<file path="src/rtl/tdm_pkg.sv">
// Shared types and sizes for the 1:4 TDM demultiplexer slice.
package tdm_pkg;
  localparam int unsigned NUM_CH = 4;
  localparam int unsigned SLOT_W = 2;
  localparam int unsigned CNT_W  = 4;
  localparam int unsigned FCNT_W = 16;

  typedef logic [SLOT_W-1:0] slot_t;
  typedef enum logic [0:0] {HUNT = 1'b0, TRACK = 1'b1} state_e;
endpackage

</file>
<file path="src/rtl/tdm_demux1_4_if.sv">
// Serial beat input and de-interleaved channel outputs of tdm_demux1_4.
// frame_cnt exists only when TDM_DEMUX_FRAME_CNT_EN is defined.
interface tdm_demux1_4_if #(
  parameter int unsigned WIDTH = 1
);
  logic [WIDTH-1:0] din;
  logic             din_vld;
  logic             din_sync;
  logic [WIDTH-1:0] y0;
  logic [WIDTH-1:0] y1;
  logic [WIDTH-1:0] y2;
  logic [WIDTH-1:0] y3;
  logic [3:0]       y_vld;
  logic             frame_done;
  logic             locked;
  logic             sync_err;
`ifdef TDM_DEMUX_FRAME_CNT_EN
  logic [15:0]      frame_cnt;
`endif

  modport master (
`ifdef TDM_DEMUX_FRAME_CNT_EN
    input  frame_cnt,
`endif
    output din, din_vld, din_sync,
    input  y0, y1, y2, y3, y_vld, frame_done, locked, sync_err
  );

  modport slave (
`ifdef TDM_DEMUX_FRAME_CNT_EN
    output frame_cnt,
`endif
    input  din, din_vld, din_sync,
    output y0, y1, y2, y3, y_vld, frame_done, locked, sync_err
  );
endinterface

</file>
<file path="src/rtl/tdm_slot_ctr.sv">
// 2-bit slot counter: clear beats load-to-1 beats increment; last_slot flags slot 3.
module tdm_slot_ctr
  import tdm_pkg::*;
(
  input  logic  clk,
  input  logic  rst,
  input  logic  clr,
  input  logic  load1,
  input  logic  inc,
  output slot_t slot,
  output logic  last_slot
);
  slot_t slot_nxt;

  always_comb begin
    slot_nxt = slot;
    if (clr)        slot_nxt = '0;
    else if (load1) slot_nxt = SLOT_W'(1);
    else if (inc)   slot_nxt = slot + SLOT_W'(1);
  end

  always_ff @(posedge clk) begin
    if (rst) begin
      slot      <= '0;
      last_slot <= 1'b0;
    end else begin
      slot      <= slot_nxt;
      last_slot <= (slot_nxt == SLOT_W'(NUM_CH - 1));
    end
  end
endmodule

</file>
<file path="src/rtl/tdm_demux1_4.sv">
// De-interleaves a sync-aligned TDM stream into four registered channels.
// Optional frame counter output enabled by TDM_DEMUX_FRAME_CNT_EN.
module tdm_demux1_4
  import tdm_pkg::*;
#(
  parameter int unsigned WIDTH       = 1,
  parameter int unsigned LOCK_FRAMES = 2
) (
  input  logic           clk,
  input  logic           rst,
  tdm_demux1_4_if.slave  bus
);
  localparam logic [0:0]       S_HUNT  = 1'(HUNT);
  localparam logic [0:0]       S_TRACK = 1'(TRACK);
  localparam logic [CNT_W-1:0] LOCK_N  = CNT_W'(LOCK_FRAMES);

  logic [0:0]       state_q, state_n;
  logic [CNT_W-1:0] good_q, good_n, good_sat;
  logic             locked_q, locked_n;
  logic             err_q, err_n;
  logic             fd_q, fd_n;
  logic [NUM_CH-1:0] vld_q, vld_n;
  logic [WIDTH-1:0] y_q [NUM_CH];
  logic [WIDTH-1:0] y_n [NUM_CH];

  slot_t slot;
  logic  last_slot;
  logic  slot_clr, slot_ld1, slot_inc;

  tdm_slot_ctr u_slot_ctr (
    .clk       (clk),
    .rst       (rst),
    .clr       (slot_clr),
    .load1     (slot_ld1),
    .inc       (slot_inc),
    .slot      (slot),
    .last_slot (last_slot)
  );

  assign good_sat = (good_q == LOCK_N) ? good_q : good_q + CNT_W'(1);

  // Alignment FSM, lock accounting and channel write decode.
  always_comb begin
    state_n  = state_q;
    good_n   = good_q;
    locked_n = locked_q;
    err_n    = 1'b0;
    fd_n     = 1'b0;
    vld_n    = '0;
    y_n      = y_q;
    slot_clr = 1'b0;
    slot_ld1 = 1'b0;
    slot_inc = 1'b0;
    if (bus.din_vld) begin
      if (state_q == S_HUNT) begin
        if (bus.din_sync) begin
          y_n[0]   = bus.din;
          vld_n[0] = 1'b1;
          slot_ld1 = 1'b1;
          state_n  = S_TRACK;
          good_n   = CNT_W'(1);
          locked_n = (LOCK_N == CNT_W'(1));
        end
      end else if (bus.din_sync) begin
        y_n[0]   = bus.din;
        vld_n[0] = 1'b1;
        slot_ld1 = 1'b1;
        if (slot == '0) begin
          good_n   = good_sat;
          locked_n = (good_sat == LOCK_N);
        end else begin
          err_n    = 1'b1;
          good_n   = '0;
          locked_n = 1'b0;
        end
      end else if (slot == '0) begin
        // Expected a sync here: frame lost, drop the beat and re-hunt.
        err_n    = 1'b1;
        good_n   = '0;
        locked_n = 1'b0;
        slot_clr = 1'b1;
        state_n  = S_HUNT;
      end else begin
        y_n[slot]   = bus.din;
        vld_n[slot] = 1'b1;
        slot_inc    = 1'b1;
        fd_n        = last_slot;
      end
    end
  end

  always_ff @(posedge clk) begin
    if (rst) begin
      state_q  <= S_HUNT;
      good_q   <= '0;
      locked_q <= 1'b0;
      err_q    <= 1'b0;
      fd_q     <= 1'b0;
      vld_q    <= '0;
      for (int k = 0; k < NUM_CH; k++) y_q[k] <= '0;
    end else begin
      state_q  <= state_n;
      good_q   <= good_n;
      locked_q <= locked_n;
      err_q    <= err_n;
      fd_q     <= fd_n;
      vld_q    <= vld_n;
      y_q      <= y_n;
    end
  end

  assign bus.y0         = y_q[0];
  assign bus.y1         = y_q[1];
  assign bus.y2         = y_q[2];
  assign bus.y3         = y_q[3];
  assign bus.y_vld      = vld_q;
  assign bus.frame_done = fd_q;
  assign bus.locked     = locked_q;
  assign bus.sync_err   = err_q;

`ifdef TDM_DEMUX_FRAME_CNT_EN
  logic [FCNT_W-1:0] fcnt_q;

  // Frames since the last sync error; wraps naturally at 16 bits.
  always_ff @(posedge clk) begin
    if (rst)       fcnt_q <= '0;
    else if (err_n) fcnt_q <= '0;
    else if (fd_n)  fcnt_q <= fcnt_q + FCNT_W'(1);
  end

  assign bus.frame_cnt = fcnt_q;
`endif
endmodule

</file>
<file path="src/flat_wrapper.sv">
// flat-port wrapper written by rule: the top's interface ports become plain ports
module tdm_demux1_4_flat import tdm_pkg::*;
#(
  parameter int unsigned WIDTH       = 1,
  parameter int unsigned LOCK_FRAMES = 2
)
  (clk, rst, bus_din, bus_din_vld, bus_din_sync, bus_y0, bus_y1, bus_y2, bus_y3, bus_y_vld, bus_frame_done, bus_locked, bus_sync_err);
  tdm_demux1_4_if #(.WIDTH(WIDTH)) bus_i ();
  input  logic clk;
  input  logic rst;
  input wire logic [$bits(bus_i.din)-1:0] bus_din;
  input wire logic [$bits(bus_i.din_vld)-1:0] bus_din_vld;
  input wire logic [$bits(bus_i.din_sync)-1:0] bus_din_sync;
  output wire logic [$bits(bus_i.y0)-1:0] bus_y0;
  output wire logic [$bits(bus_i.y1)-1:0] bus_y1;
  output wire logic [$bits(bus_i.y2)-1:0] bus_y2;
  output wire logic [$bits(bus_i.y3)-1:0] bus_y3;
  output wire logic [$bits(bus_i.y_vld)-1:0] bus_y_vld;
  output wire logic [$bits(bus_i.frame_done)-1:0] bus_frame_done;
  output wire logic [$bits(bus_i.locked)-1:0] bus_locked;
  output wire logic [$bits(bus_i.sync_err)-1:0] bus_sync_err;
  assign bus_i.din = bus_din;
  assign bus_i.din_vld = bus_din_vld;
  assign bus_i.din_sync = bus_din_sync;
  assign bus_y0 = bus_i.y0;
  assign bus_y1 = bus_i.y1;
  assign bus_y2 = bus_i.y2;
  assign bus_y3 = bus_i.y3;
  assign bus_y_vld = bus_i.y_vld;
  assign bus_frame_done = bus_i.frame_done;
  assign bus_locked = bus_i.locked;
  assign bus_sync_err = bus_i.sync_err;
  tdm_demux1_4 #(.WIDTH(WIDTH), .LOCK_FRAMES(LOCK_FRAMES)) u_core (.clk(clk), .rst(rst), .bus(bus_i));
endmodule
</file>
<file path="config.mk">
export PLATFORM = sky130hd
export DESIGN_NAME = tdm_demux1_4_flat
export DESIGN_NICKNAME = d
export VERILOG_FILES = /design/src/rtl/tdm_pkg.sv /design/src/rtl/tdm_demux1_4_if.sv /design/src/rtl/tdm_slot_ctr.sv /design/src/rtl/tdm_demux1_4.sv /design/src/flat_wrapper.sv
export SDC_FILE = /design/constraint.sdc
export NUM_CORES = 1
export LEC_CHECK = 0
export CAP_MARGIN = 0
export CORE_MARGIN = 2
export CORE_UTILIZATION = 36
export CTS_BUF_LIST = sky130_fd_sc_hd__clkbuf_4 sky130_fd_sc_hd__clkbuf_8
export DETAILED_ROUTE_END_ITERATION = 8
export GPL_TIMING_DRIVEN = 0
export MAX_ROUTING_LAYER = met4
export PLACE_DENSITY = 0.66
export SKIP_CTS_REPAIR_TIMING = 1
export SLEW_MARGIN = 15
export SYNTH_ARGS = -nofsm -noshare
export SYNTH_HDL_FRONTEND = slang
export SYNTH_SLANG_ARGS = --single-unit
</file>
<file path="constraint.sdc">
create_clock -name clk -period 2.4 [get_ports clk]
set_input_delay 0.48 -clock clk [delete_from_list [all_inputs] [get_ports clk]]
set_output_delay 0.48 -clock clk [all_outputs]
set_load 0.05 [all_outputs]
</file>
==> impl_metrics.csv, run 1 <==
group,metric,value,unit
drt,routedWlPerCell,10.8,um
global_routing,met2_usage,21.5,%
yosys,synth_area_leaders,"dfxtp_1 41%, ha_1 11%, a21oi_1 5.5%",
clock_tree,cts_max_path_buffers,2,
pwr,clockPowerShare,28.9,%
timing,worst_pin_slew,0.565,ns
finish,fillers,238,
timing,max_slew_margin,62.0,%
yosys,synth_area,917,um2
pwr,internal_power,0.000410,W
placed_design,dp.cells,150,
yosys,synthCells,105,
yosys,synth_top_cell_by_area,"dfxtp_1",
drt,dr.pass1.iters,4,
worst_setup_path,crit_fanout,10,
yosys,synthDistinctLibCells,29,
global_routing,gr-total-overflow,0,
timing,setup_violations,0,
clock_tree,clk_pin_slew_worst_paths,0.10,ns
global_routing,antenna_found_initial,0,
timing,maxSlewViolCount,0,
global_routing,met3_usage,2.46,%
drt,ant_nets,0,
drt,finalWirelength,1.66,mm
timing,hold_violations,0,
clock_tree,cts_tree,"yes",
floorplanning,die_y,54.5,um
yosys,yosys.area.top_type_share,41.5,%
floorplanning,die-area,2970,um2
worst_setup_path,required,2.59,ns
placed_design,portBuffers,15,
pwr,p_sw_share,25.9,%
finish,layout-drive-gt1-share,6.45,%
floorplanning,core.rowCount,18,
timing,rsz0062_at_grt,"no",
outcome,status,"complete, no violations",
drt,vias_per_cell,4.84,
worst_setup_path,path_cells,"inv_1 -> ha_1 -> inv_1 -> ha_1 -> and3_1 -> buf_2 -> nor2_1 -> a21oi_1 -> nor2_1",
timing,period_share,81.7,%
yosys,ys.flop_type,"dfxtp_1",
global_routing,grt_pass1_wl,2.86,mm
finish,layout_commonest_cell,"dfxtp_1",
worst_setup_path,path_buf_inv,3,
global_routing,top_usage_layer,"met2",
yosys,async_flop_share,0,%
floorplanning,fp.dieW,54.5,um
placed_design,routabilityCongestion,0.773,
drt,drtIter0Drc,10,
finish,mostFrequentLayoutCells,"19 x dfxtp_1, 15 x clkdlybuf4s50_1, 13 x nand2_1, 10 x a21oi_1, 8 x ha_1",
worst_setup_path,cp-end-kind,"register",
yosys,synth_edf_count,0,
floorplanning,ios,16,
yosys,ys_ff_latch,19,
clock_tree,cts_sinks,19,
yosys,synth_nets,118,
worst_setup_path,crit_type,"register to register",
finish,area_growth,23.5,%
worst_setup_path,crit_arrival,2.15,ns
floorplanning,initial_core_util,37.4,%
timing,fin_tns_setup,0,ns
yosys,syn_area_per_cell,8.73,um2
yosys,synth.yosys.warnings,0,
pwr,p_leak,0.424,nW
pwr,p_comb_share,11.8,%
worst_setup_path,cp_top_family,"adder cells",
clock_tree,cts_root_buf,"clkbuf_4",
hold_path,min_path_type,"register to register",
clock_tree,cts_max_level,1,
timing,period_minus_slack,1.96,ns
clock_tree,insertion_delay,0.29,ns
global_routing,grt_pass1_vias,678,
worst_setup_path,worstSetupStartpointType,"register",
finish,fin_cells,154,
pwr,switchingPower,0.000144,W
global_routing,grt_start_max_net_pins,12,
pwr,sequentialPowerShare,59.4,%
finish,n_antenna_cell,0,
global_routing,met1_usage,17.6,%
timing,clock-skew-final,0.00533,ns
placed_design,dp_hpwl,1.24,mm
timing,fmax,0.510,GHz
floorplanning,core_area,2450,um2
finish,num-nets-final,138,
pwr,peakVddDrop,0.400,mV
worst_setup_path,slowest_delay,0.43,ns
drt,drc,0,
clock_tree,cts_made_buffers,3,
yosys,ys_seq_area_share,41.5,%
worst_setup_path,cp_slowest_cell,"dfxtp_1",
drt,routed-via-count,746,
job,cap_violations,0,
pwr,powerDensity,489,nW/um2
global_routing,grt_use_total,14.0,%
power groups by stage:
stage	Clock [W]	Combinational [W]	Sequential [W]
finish	0.000160	0.0000651	0.000329
global placement	0	0.0000640	0.000336
CTS	0.000169	0.0000655	0.000329
floorplan	0	0.0000361	0.000341
detailed placement	0	0.0000650	0.000336
global route	0.000184	0.0000725	0.000330
metal layers:
layer	up-vias	part of all wire [%]	wire length (um)
met5	-	0	0
met4	0	0.72	12
met3	2	4.3	72
met2	15	46	762
met1	333	49	813
li1	396	-	-
cells by family after synthesis:
group | after synthesis | share of synthesized area [%]
AND/OR/NAND/NOR | 42 | 24.1
buffers and inverters | 9 | 3.82
adder cells (fa/ha/maj) | 8 | 10.9
AO/OA/AOI/OAI | 22 | 14.6
flip-flops | 19 | 41.5
multiplexers | 2 | 2.18
XOR/XNOR | 3 | 2.87
final cells by class:
cell class	instances	area [um2]	area share (%)
plain buffers	2	8.76	0.773
well taps	30	37.5	3.31
repair buffers	15	150	13.3
clock buffers	3	22.5	1.99
clock inverters	1	5.00	0.442
inverters	7	26.3	2.32
flip-flops and latches	19	380	33.6
multi-input cells	77	502	44.3
sequential cells by signal, summed over array words and instances (netlist names):
signal                       count
u_core.bus.y0                    1
u_core.u_slot_ctr.slot           2
u_core.bus.y3                    1
u_core.bus.y_vld                 4
u_core.bus.locked                1
u_core.u_slot_ctr.last_slot      1
u_core.bus.sync_err              1
u_core.good_q                    4
u_core.bus.frame_done            1
u_core.bus.y2                    1
u_core.state_q                   1
u_core.bus.y1                    1
synth_stat cells (2+ instances only):
master     n
dfxtp_1   19
nand2_1   13
a21oi_1   10
ha_1       8
nor2_1     7
inv_1      6
nand3_1    6
and2_1     5
o21ai_0    4
nand2b_1   3
xnor2_1    3
a311oi_1   2
mux2i_1    2
nor3b_1    2
final timing paths:
check	startpoint	endpoint	slack, ns	cells past startpoint
setup / recovery	u_core.u_slot_ctr.slot[0]	u_core.u_slot_ctr.slot[1]	0.44	9
hold / removal	u_core.u_slot_ctr.last_slot	u_core.bus.frame_done	0.44	1
setup reg to reg	u_core.u_slot_ctr.slot[0]	u_core.u_slot_ctr.slot[1]	0.44	9
hold reg to reg	u_core.u_slot_ctr.last_slot	u_core.bus.frame_done	0.44	1
through the flow:
step	hold WS, ns	util [%]	instance area [um2]	power [W]	setup WS [ns]
floorplan	0.406	-	917	0.000377	0.653
global placement	0.410	45.0	1100	0.000400	0.153
detailed placement	0.416	45.0	1100	0.000401	0.146
CTS	0.442	46.1	1130	0.000563	0.432
global route	0.467	46.1	1130	0.000586	0.220
finish	0.436	46.1	1130	0.000553	0.440
No activity file was read; power rests on OpenSTA's default activity.
==> run 2, diff against run 1 <==
==> constraint.sdc (replaced) <==
create_clock -name clk -period 1.96 [get_ports clk]
set_input_delay 0.392 -clock clk [delete_from_list [all_inputs] [get_ports clk]]
set_output_delay 0.392 -clock clk [all_outputs]
set_load 0.05 [all_outputs]
==> impl_metrics.csv, run 2 (synthesis results as in run 1) <==
group,metric,value,unit
outcome,status,"complete, no violations",
worst_setup_path,path_buf_inv,1,
drt,drc,0,
drt,routed-via-count,743,
timing,max_slew_margin,61.4,%
worst_setup_path,cp_top_family,"buffers and inverters",
pwr,powerDensity,598,nW/um2
finish,fin_cells,154,
drt,finalWirelength,1.67,mm
timing,hold_violations,0,
timing,period_share,93.6,%
floorplanning,core.rowCount,18,
drt,drtIter0Drc,9,
global_routing,grt_use_total,14.0,%
timing,period_minus_slack,1.84,ns
worst_setup_path,worstSetupStartpointType,"register",
drt,ant_nets,0,
clock_tree,clk_pin_slew_worst_paths,0.11,ns
finish,layout-drive-gt1-share,8.87,%
worst_setup_path,crit_type,"register to output pin",
clock_tree,cts_tree,"yes",
timing,maxSlewViolCount,0,
worst_setup_path,cp_slowest_cell,"clkdlybuf4s50_1",
clock_tree,cts_root_buf,"clkbuf_4",
clock_tree,cts_max_level,1,
clock_tree,cts_made_buffers,3,
worst_setup_path,crit_arrival,1.44,ns
worst_setup_path,required,1.57,ns
placed_design,dp_hpwl,1.24,mm
worst_setup_path,path_cells,"clkdlybuf4s50_1",
clock_tree,cts_max_path_buffers,2,
floorplanning,ios,16,
worst_setup_path,slowest_delay,0.80,ns
finish,layout_commonest_cell,"dfxtp_1",
placed_design,routabilityCongestion,0.773,
drt,dr.pass1.iters,4,
floorplanning,fp.dieW,54.5,um
finish,mostFrequentLayoutCells,"18 x dfxtp_1, 15 x clkdlybuf4s50_1, 13 x nand2_1, 10 x a21oi_1",
global_routing,gr-total-overflow,0,
clock_tree,cts_sinks,19,
pwr,p_leak,0.422,nW
finish,final_core_util,46.7,%
placed_design,portBuffers,15,
floorplanning,die_y,54.5,um
timing,clock-skew-final,0.00632,ns
finish,num-nets-final,138,
drt,vias_per_cell,4.82,
drt,routedWlPerCell,10.8,um
worst_setup_path,cp-end-kind,"output pin",
placed_design,post_dp_cell_area,1100,um2
global_routing,grt_pass1_vias,678,
clock_tree,insertion_delay,0.30,ns
floorplanning,initial_core_util,37.4,%
placed_design,dp.cells,150,
worst_setup_path,crit_fanout,2,
floorplanning,die-area,2970,um2
finish,final_cell_area,1150,um2
hold_path,min_path_type,"register to register",
finish,n_antenna_cell,0,
pwr,peakVddDrop,0.494,mV
finish,area_growth,25.0,%
timing,fin_tns_setup,0,ns
floorplanning,core_area,2450,um2
timing,rsz0062_at_grt,"no",
global_routing,grt_start_max_net_pins,12,
timing,hold_ws,0.436,ns
job,cap_violations,0,
global_routing,grt_pass1_wl,2.86,mm
timing,setup_violations,0,
timing,fmax,0.545,GHz
global_routing,antenna_found_initial,0,
timing,worst_pin_slew,0.573,ns
==> run 2: report_power, final <==
part	total, W	internal, W	switching [W]
logic	0.0000835	0.0000344	0.0000491
clock network	0.000199	0.0000759	0.000124
registers	0.000403	0.000394	0.00000894
==> run 2: cell type report <==
class                           instances  area (um2)
Fill cell                             234        1310
Multi-Input combinational cell         77         514
Sequential cell                        19         382
Timing Repair Buffer                   15         150
Tap cell                               30        37.5
Inverter                                7        26.3
Clock buffer                            3        22.5
Buffer                                  2        8.76
Clock inverter                          1        5.00
==> run 2: worst paths after layout <==
kind	slack, ns	depth (start not counted)	from	endpoint
max	0.12	1	u_core.bus.y1	bus_y1
min	0.44	1	u_core.u_slot_ctr.last_slot	u_core.bus.frame_done
max reg2reg	0.22	7	u_core.u_slot_ctr.slot[0]	u_core.bus.y0
min reg2reg	0.44	1	u_core.u_slot_ctr.last_slot	u_core.bus.frame_done
==> run 2: worst register-to-register path: stages (launching register included) <==
cell and delay [ns]:
dfxtp_2 0.36, inv_1 0.10, ha_1 0.25, inv_2 0.09
ha_4 0.19, a311oi_1 0.32, mux2i_1 0.24, nor2_1 0.06
==> run 2: per-stage QoR <==
| step | power (W) | worst slack [ns] |
|---|---|---|
| global placement | 0.000490 | -0.199 |
| floorplan | 0.000462 | 0.213 |
| finish | 0.000686 | 0.125 |
| global route | 0.000722 | 0.0598 |
| CTS | 0.000690 | -0.00755 |
| detailed placement | 0.000491 | -0.206 |
==> run 2: metal layers <==
layer | track usage [%] | vias up | wire length (um)
li1 | - | 395 | -
met1 | 17.6 | 333 | 835
met2 | 21.5 | 13 | 756
met3 | 2.46 | 2 | 62
met4 | 7.50 | 0 | 13
met5 | - | - | 0
==> run 3, diff against run 2 <==
--- a/config.mk
+++ b/config.mk
@@ -9,10 +9,12 @@
 export CORE_MARGIN = 2
 export CORE_UTILIZATION = 36
 export CTS_BUF_LIST = sky130_fd_sc_hd__clkbuf_4 sky130_fd_sc_hd__clkbuf_8
+export CTS_CLUSTER_SIZE = 20
 export DETAILED_ROUTE_END_ITERATION = 8
+export DONT_BUFFER_PORTS = 1
 export GPL_TIMING_DRIVEN = 0
 export MAX_ROUTING_LAYER = met4
-export PLACE_DENSITY = 0.66
+export PLACE_DENSITY = 0.58
 export SKIP_CTS_REPAIR_TIMING = 1
 export SLEW_MARGIN = 15
 export SYNTH_ARGS = -nofsm -noshare
==> impl_metrics.csv, run 3 (synthesis results as in run 1) <==
group,metric,value,unit
worst_setup_path,reg2reg_to,"u_core.bus.locked",
finish,regArea,382,um2
timing,rsz0062_at_grt,"no",
finish,num-nets-final,123,
global_routing,grt_start_max_net_pins,12,
timing,worst_pin_slew,0.599,ns
global_routing,grt_pass1_wl,2.96,mm
drt,ant_nets,0,
pwr,p_comb_share,8.9,%
floorplanning,die_y,54.5,um
pwr,powerDensity,665,nW/um2
finish,layout_commonest_cell,"dfxtp_1",
drt,drtIter0Drc,5,
pwr,peakVddDrop,0.320,mV
finish,layout-drive-gt1-share,10.1,%
job,cap_violations,0,
finish,mostFrequentLayoutCells,"18 x dfxtp_1, 13 x nand2_1, 10 x a21oi_1, 7 x nor2_1, 7 x ha_1",
timing,fmax,0.568,GHz
pwr,sequentialPowerShare,62.1,%
timing,period_share,89.8,%
floorplanning,initial_core_util,37.4,%
placed_design,portBuffers,0,
finish,fillers,248,
clock_tree,clk_pin_slew_worst_paths,0.10,ns
worst_setup_path,cp-end-kind,"register",
worst_setup_path,crit_arrival,1.96,ns
global_routing,grt_use_total,14.2,%
timing,fin_tns_setup,0,ns
finish,area_growth,8.59,%
timing,max_slew_margin,59.7,%
worst_setup_path,crit_type,"register to register",
pwr,internal_power,0.000494,W
timing,fin_ws,0.200,ns
worst_setup_path,ff2ff_path_depth,7,
clock_tree,cts_made_buffers,3,
timing,setup_violations,0,
drt,dr.pass1.iters,4,
global_routing,antenna_found_initial,0,
global_routing,grt_pass1_vias,654,
finish,multi_input_area,514,um2
clock_tree,insertion_delay,0.29,ns
placed_design,dp_hpwl,1.23,mm
drt,finalWirelength,1.68,mm
worst_setup_path,required,2.16,ns
worst_setup_path,startpoint,"u_core.u_slot_ctr.slot[0]",
floorplanning,fp.dieW,54.5,um
worst_setup_path,worstSetupStartpointType,"register",
placed_design,routabilityCongestion,0.751,
clock_tree,cts_max_path_buffers,2,
floorplanning,core.rowCount,18,
finish,n_antenna_cell,0,
drt,routed-via-count,700,
drt,routedWlPerCell,12.1,um
drt,vias_per_cell,5.04,
worst_setup_path,regToRegStartpoint,"u_core.u_slot_ctr.slot[0]",
timing,period_minus_slack,1.76,ns
timing,hold_ws,0.159,ns
pwr,p_leak,0.369,nW
outcome,status,"complete, no violations",
global_routing,gr-total-overflow,0,
timing,clock-skew-final,0.00231,ns
worst_setup_path,crit_fanout,5,
hold_path,min_path_type,"input port to register",
worst_setup_path,reg2reg_slack,0.20,ns
clock_tree,cts_root_buf,"clkbuf_4",
pwr,switchingPower,0.000168,W
floorplanning,core_area,2450,um2
clock_tree,cts_max_level,1,
pwr,p_sw_share,25.4,%
clock_tree,cts_sinks,19,
timing,hold_violations,0,
floorplanning,ios,16,
placed_design,dpl_worst_slack,0.0317,ns
worst_setup_path,endpoint,"u_core.bus.locked",
drt,drc,0,
pwr,clockPowerShare,29.0,%
floorplanning,die-area,2970,um2
timing,maxSlewViolCount,0,
clock_tree,cts_tree,"yes",
==> run 3: worst min-delay path by stage <==
| stage | start | end | slack, ns | cells past startpoint |
|---|---|---|---|---|
| 2_1_floorplan | u_core.u_slot_ctr.last_slot | u_core.bus.frame_done | 0.41 | 1 |
| 6_report | rst | u_core.bus.sync_err | 0.16 | 1 |
| 3_5_place_dp | u_core.u_slot_ctr.last_slot | u_core.bus.frame_done | 0.41 | 1 |
| 4_1_cts | rst | u_core.bus.sync_err | 0.15 | 1 |
| 5_1_grt | rst | u_core.bus.sync_err | 0.15 | 1 |
| 3_3_place_gp | u_core.u_slot_ctr.last_slot | u_core.bus.frame_done | 0.41 | 1 |
==> run 3: worst max-delay path, cell delays in order, from the launching register on <==
cell	delay (ns)
dfxtp_2	0.36
inv_1	0.10
ha_1	0.25
inv_2	0.10
ha_4	0.19
nor4_4	0.29
nand2b_1	0.12
o32ai_1	0.26
==> run 3: per-layer routing <==
metal | GRT usage [%] | share of wire, %
met1 | 18.2 | 47
met2 | 20.5 | 44
met3 | 4.10 | 7.1
met4 | 6.25 | 1.7
met5 | - | 0
==> run 3: power groups by stage <==
stage	Sequential (W)	Combinational [W]	Clock (W)
floorplan	0.000418	0.0000441	0
global placement	0.000420	0.0000526	0
detailed placement	0.000420	0.0000534	0
CTS	0.000411	0.0000536	0.000203
global route	0.000414	0.0000678	0.000214
finish	0.000412	0.0000588	0.000192
==> run 3: per-stage QoR <==
step	cell area (um2)	total power [W]	std cells	utilization, %
6_report	996	0.000662	139	40.6
5_1_grt	996	0.000695	139	40.6
4_1_cts	982	0.000668	139	40.0
3_5_place_dp	955	0.000474	135	38.9
3_3_place_gp	955	0.000473	135	38.9
2_1_floorplan	917	0.000462	105	-
==> run 3: final cells by class <==
cell class	count	area share, %
flip-flops and latches	19	38.3
well taps	30	3.77
multi-input cells	77	51.6
clock buffers	3	2.26
clock inverters	1	0.503
inverters	7	2.64
plain buffers	2	0.879
